<file path="src/rtl/clk_div_pkg.sv">
// Shared definitions for the multi-channel clock divider: mode encoding
// and default geometry used by the channel and top-level modules.
package clk_div_pkg;

    // Output shaping selected per channel; sampled into the channel's
    // shadow mode only at a period boundary or on a phase restart.
    typedef enum logic {
        MODE_TOGGLE = 1'b0,   // 50 % duty, period = 2 * div
        MODE_PULSE  = 1'b1    // one cycle high, period = div
    } mode_e;

    localparam int DEF_W   = 32;
    localparam int DEF_NCH = 4;

endpackage

</file>
<file path="src/rtl/clk_div_chan.sv">
// Single divider channel. The active scale/mode are shadow copies of the
// inputs, refreshed only at a wrap, a sync or a reset, so a mid-period
// change can never shorten or lengthen the period already in progress.
module clk_div_chan
    import clk_div_pkg::*;
#(
    parameter int W = DEF_W
) (
    input  logic         clk,
    input  logic         reset,
    input  logic         enable,
    input  logic         sync,
    input  logic         mode,
    input  logic [W-1:0] scale,
    output logic         clk_out,
    output logic         tick
);

    logic [W-1:0] cnt_reg;
    logic [W-1:0] cnt_next;
    logic [W-1:0] act_scale_reg;
    logic [W-1:0] act_scale_next;
    mode_e        act_mode_reg;
    mode_e        act_mode_next;
    logic         out_reg;
    logic         out_next;
    logic         tick_reg;
    logic         tick_next;

    logic [W-1:0] div;
    logic         wrap;

    // Effective divisor and period-boundary detect; a zero scale behaves
    // as divide-by-one so the channel never stalls.
    always_comb begin
        div  = (act_scale_reg == '0) ? W'(1) : act_scale_reg;
        wrap = enable && (cnt_reg == div - W'(1));
    end

    // Next-state for the free-running part: count, wrap with shadow
    // reload, and pulse-mode return to low on every non-wrap cycle.
    always_comb begin
        cnt_next       = cnt_reg;
        act_scale_next = act_scale_reg;
        act_mode_next  = act_mode_reg;
        out_next       = out_reg;
        tick_next      = 1'b0;
        if (wrap) begin
            cnt_next       = '0;
            tick_next      = 1'b1;
            act_scale_next = scale;
            act_mode_next  = mode_e'(mode);
            // Shape with the mode of the period that is ending.
            out_next       = (act_mode_reg == MODE_PULSE) ? 1'b1 : ~out_reg;
        end else begin
            if (enable) begin
                cnt_next = cnt_reg + W'(1);
            end
            if (act_mode_reg == MODE_PULSE) begin
                out_next = 1'b0;
            end
        end
    end

    // State register: reset and sync both restart the phase and reload
    // the shadows from the live inputs; sync acts even while disabled.
    always_ff @(posedge clk) begin
        if (reset) begin
            cnt_reg       <= '0;
            act_scale_reg <= scale;
            act_mode_reg  <= mode_e'(mode);
            out_reg       <= 1'b0;
            tick_reg      <= 1'b0;
        end else if (sync) begin
            cnt_reg       <= '0;
            act_scale_reg <= scale;
            act_mode_reg  <= mode_e'(mode);
            out_reg       <= 1'b0;
            tick_reg      <= 1'b0;
        end else begin
            cnt_reg       <= cnt_next;
            act_scale_reg <= act_scale_next;
            act_mode_reg  <= act_mode_next;
            out_reg       <= out_next;
            tick_reg      <= tick_next;
        end
    end

    assign clk_out = out_reg;
    assign tick    = tick_reg;

endmodule

</file>
<file path="src/rtl/clk_div_multi.sv">
// N-channel clock-enable divider. Channels are fully independent; this
// level only replicates the channel and slices the flattened scale bus.
module clk_div_multi
    import clk_div_pkg::*;
#(
    parameter int NCH = DEF_NCH,
    parameter int W   = DEF_W
) (
    input  logic             clk,
    input  logic             reset,
    input  logic [NCH-1:0]   enable,
    input  logic [NCH-1:0]   sync,
    input  logic [NCH-1:0]   mode,
    input  logic [NCH*W-1:0] scale,
    output logic [NCH-1:0]   clk_out,
    output logic [NCH-1:0]   tick
);

    genvar gi;
    generate
        for (gi = 0; gi < NCH; gi++) begin : g_chan
            clk_div_chan #(
                .W(W)
            ) u_chan (
                .clk     (clk),
                .reset   (reset),
                .enable  (enable[gi]),
                .sync    (sync[gi]),
                .mode    (mode[gi]),
                .scale   (scale[gi*W +: W]),
                .clk_out (clk_out[gi]),
                .tick    (tick[gi])
            );
        end
    endgenerate

endmodule

</file>
<file path="config.mk">
export PLATFORM = sky130hd
export DESIGN_NAME = clk_div_multi
export DESIGN_NICKNAME = d
export VERILOG_FILES = /design/src/rtl/clk_div_pkg.sv /design/src/rtl/clk_div_chan.sv /design/src/rtl/clk_div_multi.sv
export SDC_FILE = /design/constraint.sdc
export NUM_CORES = 1
export LEC_CHECK = 0
export CELL_PAD_IN_SITES_DETAIL_PLACEMENT = 0
export CELL_PAD_IN_SITES_GLOBAL_PLACEMENT = 1
export CORE_ASPECT_RATIO = 0.8
export CORE_MARGIN = 8
export CORE_UTILIZATION = 49
export CTS_CLUSTER_SIZE = 20
export DETAILED_ROUTE_END_ITERATION = 16
export PLACE_DENSITY = 0.85
export SETUP_SLACK_MARGIN = 0.1
export SYNTH_ARGS = -nofsm -noshare
export SYNTH_HDL_FRONTEND = slang
export SYNTH_SLANG_ARGS = --single-unit
export TNS_END_PERCENT = 50
</file>
<file path="constraint.sdc">
create_clock -name clk -period 12.4 [get_ports clk]
set_input_delay 2.48 -clock clk [delete_from_list [all_inputs] [get_ports clk]]
set_output_delay 2.48 -clock clk [all_outputs]
set_load 0.01 [all_outputs]
</file>
### Yosys cells after proc, flatten, opt, wreduce, memory -nomap -nowiden

Cells that the tools add are included.
Widths: inputs -> output; s select.

| operators by class | value |
|---|---|
| bitwise logic cells | 4 |
| reduce and logical (&&, ||, !) cells | 24 |
| eq/ne operators | 4 |
| multiplexer cells | 44 |
| add/sub/neg operators | 8 |

Operators with widths:

| operator | number |
|---|---|
| $mux 32 | 16 |
| $add 32x1->32 const B | 4 |
| $eq 32x32->1 | 4 |
| $logic_not 32->1 | 4 |
| $sub 32x1->32 const B | 4 |
| $mux 1 | 28 |
| $reduce_bool 3->1 | 4 |
| $reduce_or 3->1 | 4 |
| $reduce_bool 2->1 | 4 |
| $reduce_or 2->1 | 4 |
| $logic_and 1x1->1 | 4 |
| $not 1->1 | 4 |

| storage, ports and cells | value |
|---|---|
| output and inout port bits | 8 |
| logic and storage cells | 104 |
| register bits | 268 |
| input bits | 142 |

### Logic depth before layout (Yosys ltp)

| logic depth | value |
|---|---|
| depth after elaboration | 8 |
| mapped depth | 18 |
| depth with buffers taken out | 14 |

### Modules after synthesis

Synthesis repeated with hierarchy kept, for this count alone.

| second synthesis, totals | value |
|---|---|
| cells, all modules | 1537 |
| area total of the unflattened synthesis | 15093.2 um^2 |

By module, submodules not included:

| module | times used | cells each | sequential area each (um^2) | area an instance (um^2) |
|---|---|---|---|---|
| clk_div_chan (g_chan[0].u_chan ...) | 3 | 388 | 1671.6 | 3788.6 |
| clk_div_chan (g_chan[3].u_chan) | 1 | 373 | 1671.6 | 3727.3 |

### Worst setup path before layout

OpenSTA, ideal clock, no wires.

| path | value |
|---|---|
| kind | reg2reg |
| start | reg g_chan[2].u_chan.act_scale_reg[23] |
| end | reg g_chan[2].u_chan.act_mode_reg, enable pin |
| clock period less this slack | 4.935 ns |
| path buffers | 3 |
| data arrival time | 4.544 ns |
| setup time | 0.392 ns |
| setup slack | 7.465 ns |
| stages on the path, launching flop included | 17 |
| required time | 12.008 ns |
| cells stage by stage | edfxtp_1 or4_1 or2_1 clkbuf_1 nor3_1 clkbuf_1 a31oi_1 ha_1 xor2_1 o2111ai_1 a211o_1 nor4_1 o2111ai_1 a2111oi_0 and4_1 buf_6 or2_1 |

| on the way | value |
|---|---|
| word-level cells in the longest chain between the ends | 6 |

RTL lines:

| what | RTL line | text |
|---|---|---|
| start: declaration | clk_div_chan.sv:21 | `logic [W-1:0] act_scale_reg;` |
| start signal: assignment | clk_div_chan.sv:70 | `act_scale_reg <= scale;` |
| start signal: assignment | clk_div_chan.sv:76 | `act_scale_reg <= scale;` |
| start signal: assignment | clk_div_chan.sv:82 | `act_scale_reg <= act_scale_next;` |
| $logic_not 32->1 | clk_div_chan.sv:36 | `div = (act_scale_reg == '0) ? W'(1) : act_scale_reg;` |
| $mux 32 * | clk_div_chan.sv:36 |  |
| $sub 32x1->32 * | clk_div_chan.sv:37 | `wrap = enable && (cnt_reg == div - W'(1));` |
| $eq 32x32->1 * | clk_div_chan.sv:37 |  |
| $logic_and 1x1->1 * | clk_div_chan.sv:37 |  |
| $reduce_bool 3->1 (no source line) * | n/a |  |
| end signal: assignment | clk_div_chan.sv:71 | `act_mode_reg <= mode_e'(mode);` |
| end signal: assignment | clk_div_chan.sv:77 | `act_mode_reg <= mode_e'(mode);` |
| end signal: assignment | clk_div_chan.sv:83 | `act_mode_reg <= act_mode_next;` |
| end: declaration | clk_div_chan.sv:23 | `mode_e act_mode_reg;` |

Every way passes the cells marked *; elsewhere a longest branch is shown, timed or not.
A chain may end at the register's enable or synchronous reset.

### Worst setup path after layout

| path | value |
|---|---|
| start | reg g_chan[0].u_chan.act_scale_reg[10] |
| end | reg g_chan[0].u_chan.act_scale_reg[22], enable pin |

| on the way | value |
|---|---|
| word-level cells in the longest chain between the ends | 6 |

RTL lines:

| what | RTL line |
|---|---|
| start: declaration | clk_div_chan.sv:21 |
| start signal: assignment | clk_div_chan.sv:70 |
| start signal: assignment | clk_div_chan.sv:76 |
| start signal: assignment | clk_div_chan.sv:82 |
| $logic_not 32->1 | clk_div_chan.sv:36 |
| $mux 32 * | clk_div_chan.sv:36 |
| $sub 32x1->32 * | clk_div_chan.sv:37 |
| $eq 32x32->1 * | clk_div_chan.sv:37 |
| $logic_and 1x1->1 * | clk_div_chan.sv:37 |
| $reduce_bool 3->1 (no source line) * | n/a |

Marks and branches as above.

==> impl_metrics.yaml <==
cts:
  insertion_delay_ns: 0.57
  cts_root_buf: "clkbuf_16"
  cts_setup_buffers: 0
  cts_buffers: 28
  ctsHoldBuffers: 0
  cts_resized: 0
  clock_path_buffers: 3
  clkTransAtPathRegs_ns: 0.06
  cts_tree: "yes"
  htreeDepth: 1
  cts_num_sinks: 268
grt:
  grt_use_total: 0.204
  grt_pass1_vias: 12200
  antenna_found_initial: 0
  grt_pass1_wl_um: 64400
  grt_overflow: 0
  grt_max_degree: 66
worst_hold_path:
  hold_start: "g_chan[3].u_chan.clk_out"
  min_path_type: "flop to flop"
  min_to: "g_chan[3].u_chan.clk_out"
  whs_path_depth: 2
place:
  place.gp.congestion: 0.908
  dp.cells: 2120
  place_ws_ns: 6.66
  hpwl_um: 29500
  port_buffers: 149
power_and_ir_drop:
  power_frac_clock: 0.408
  p_leak_nw: 5.76
  design_power_total_mw: 2.11
  internal-power_mw: 1.60
  switching_share: 0.242
  ir_drop_uv: 145
  p_comb_frac: 0.100
  powerDensity_mw_per_mm2: 116
  power_frac_seq: 0.492
  power.switching_mw: 0.511
cells_and_area:
  multi_input_area_sq_mm: 0.00829
  nets: 1880
  seqCellArea_sq_mm: 0.00669
  area_delta_synth_final_pct: 17.5
  fin_util: 0.581
  final_cell_mix: "clkdlybuf4s50_1, xnor2_1, nor2_1, xor2_1, dfxtp_1"
  diodes: 0
  drive_gt1_frac: 0.0691
  final_common_cell: "clkdlybuf4s50_1"
  fillCellCount: 2732
  final_cells: 2172
sta:
  slew_headroom: 0.437
  skew_ns: 0.0227
  final-hold-violation-count: 0
  max_clock_freq_mhz: 180
  finalSetupViolCount: 0
  slew_violations: 0
  worst_slack_ns: 6.86
  finalCritPeriodShare: 0.447
  rsz0062_at_grt: "false"
  worst_slew_pin_slew_ns: 0.844
  period_needed_ns: 5.54
  tns_ns: 0
floorplanning:
  die_h_um: 175
  core_sq_mm: 0.0313
  die_w_um: 215
  start_util: 0.494
  die_area_sq_mm: 0.0375
  io_pins: 150
  num_rows: 58
synth:
  yosys.area.top_type: "edfxtp_1"
  synth.area.top_cells: "edfxtp_1, dfxtp_1, xnor2_1"
  synth_ff_type: "dfxtp_1"
  syn_area_per_cell_sq_um: 9.62
  syn-cell-area_sq_mm: 0.0155
  ys_seq_elements: 268
  syn_inst: 1607
  synth_edf_count: 132
  yosys_warnings: 0
  async_flop_share: 0
  synth.distinct_cells: 79
  synth_top_area_share: 0.256
  syn-num-nets: 1757
  seq_area_frac_synth: 0.432
detailed_routing:
  wl_um: 39300
  dr.pass1.iters: 7
  via_per_inst: 5.78
  vias: 12600
  ant_nets: 0
  drc_errors: 0
  wl_per_cell_um: 18.1
  drt_iter0_drc: 932
worst_setup_path:
  crit_cells: 15
  critPathMaxStageDelay_ns: 0.68
  start_kind: "flop"
  cp_data_arrival_time_ns: 5.72
  slowest_stage: "nor3_1"
  crit_chain: "nor3_1, nand4_1, or2_2, nor2_1, nor2_1, ha_1, nor3b_1, buf_4, a311oi_1, a31oi_1, or3_1, nand4bb_1, nor4_1, and4_1, or2_2"
  critical_path_class: "flop to flop"
  worstRegToRegCells: 15
  crit_buf_inv: 1
  path_delay_family: "simple AND/OR/NAND/NOR gates"
  r2r_start: "g_chan[0].u_chan.act_scale_reg[10]"
  endpoint_kind: "flop"
  r2r_end: "g_chan[0].u_chan.act_scale_reg[22]"
  r2r_slack_ns: 6.86
  cp_max_fo: 33
  cp_data_required_time_ns: 12.58
run_status:
  status: "finished clean"
run:
  maxCapViolations: 0
==> stage by stage <==
step           hold slack (ns)  area, sq um
2_1_floorplan            0.487        15500
3_3_place_gp             0.500        17200
3_5_place_dp             0.534        17200
4_1_cts                  0.540        18200
5_1_grt                  0.565        18200
6_report                 0.537        18200
==> worst reg2reg max path, stage by stage (launching register included) <==
cell       delay, ns
edfxtp_1        0.47
nor3_1          0.68
nand4_1         0.46
or2_2           0.44
nor2_1          0.29
nor2_1          0.08
ha_1            0.25
nor3b_1         0.15
buf_4           0.17
a311oi_1        0.27
a31oi_1         0.09
or3_1           0.38
nand4bb_1       0.20
nor4_1          0.30
and4_1          0.24
or2_2           0.67
==> power groups by stage <==
| stage | Clock, mW | Combinational, mW | Sequential [mW] |
|---|---|---|---|
| after detailed placement | 0 | 0.210 | 1.06 |
| after global placement | 0 | 0.208 | 1.06 |
| final | 0.861 | 0.212 | 1.04 |
| after CTS | 0.884 | 0.211 | 1.04 |
| after global routing | 0.919 | 0.232 | 1.05 |
| after floorplan | 0 | 0.140 | 1.03 |
==> worst max-delay path by stage <==
stage / startpoint / endpoint / slack, ns
2_1_floorplan: g_chan[2].u_chan.act_scale_reg[23] / g_chan[2].u_chan.act_mode_reg / 7.46
3_3_place_gp: enable[1] / g_chan[1].u_chan.act_scale_reg[3] / 6.75
3_5_place_dp: enable[1] / g_chan[1].u_chan.act_scale_reg[4] / 6.66
4_1_cts: g_chan[0].u_chan.act_scale_reg[10] / g_chan[0].u_chan.act_scale_reg[20] / 6.96
5_1_grt: g_chan[0].u_chan.act_scale_reg[10] / g_chan[0].u_chan.act_scale_reg[19] / 6.45
6_report: g_chan[0].u_chan.act_scale_reg[10] / g_chan[0].u_chan.act_scale_reg[22] / 6.86
==> layer usage <==
metal | global-route usage | wire length, um | up-vias
met4 | 0.0488 | 819 | 0
met5 | 0 | 0 | -
met3 | 0.0439 | 2370 | 51
li1 | - | - | 6213
met2 | 0.304 | 16600 | 332
met1 | 0.297 | 19500 | 5959
==> cell families (layout without fill, tap and decap cells) <==
group	Yosys count	count (layout)	synth area share
AO/OA/AOI/OAI	154	154	0.0752
XOR/XNOR	277	277	0.158
adder cells (fa/ha/maj)	8	8	0.00647
buffers and inverters	101	246	0.0312
flip-flops	268	268	0.432
multiplexers	20	20	0.0132
AND/OR/NAND/NOR	779	779	0.284
==> synth_stat cells (11+ instances only) <==
library cell  number
xnor2_1          140
nor2_1           137
dfxtp_1          136
xor2_1           136
nor3_1           135
edfxtp_1         132
nand2_1           90
nand3_1           69
nor4_1            61
nand4_1           49
clkbuf_1          40
inv_1             31
nor3_2            30
or3_1             27
and3_1            24
or4_1             23
nand2b_1          20
a21oi_1           17
and4_1            17
mux2i_1           17
o21ai_0           16
nand3b_1          13
nor2b_1           13
nor4b_1           12
a31oi_1           11
and2_1            11
o211ai_1          11
o31ai_1           11
==> layout make-up <==
class,instances,area share
multi-input cells,1238,0.456
flip-flops and latches,268,0.368
repair buffers,163,0.0879
clock buffers,41,0.0442
well taps,420,0.0289
clock inverters,11,0.00819
inverters,31,0.00640
(Power assumes the default switching activity.)
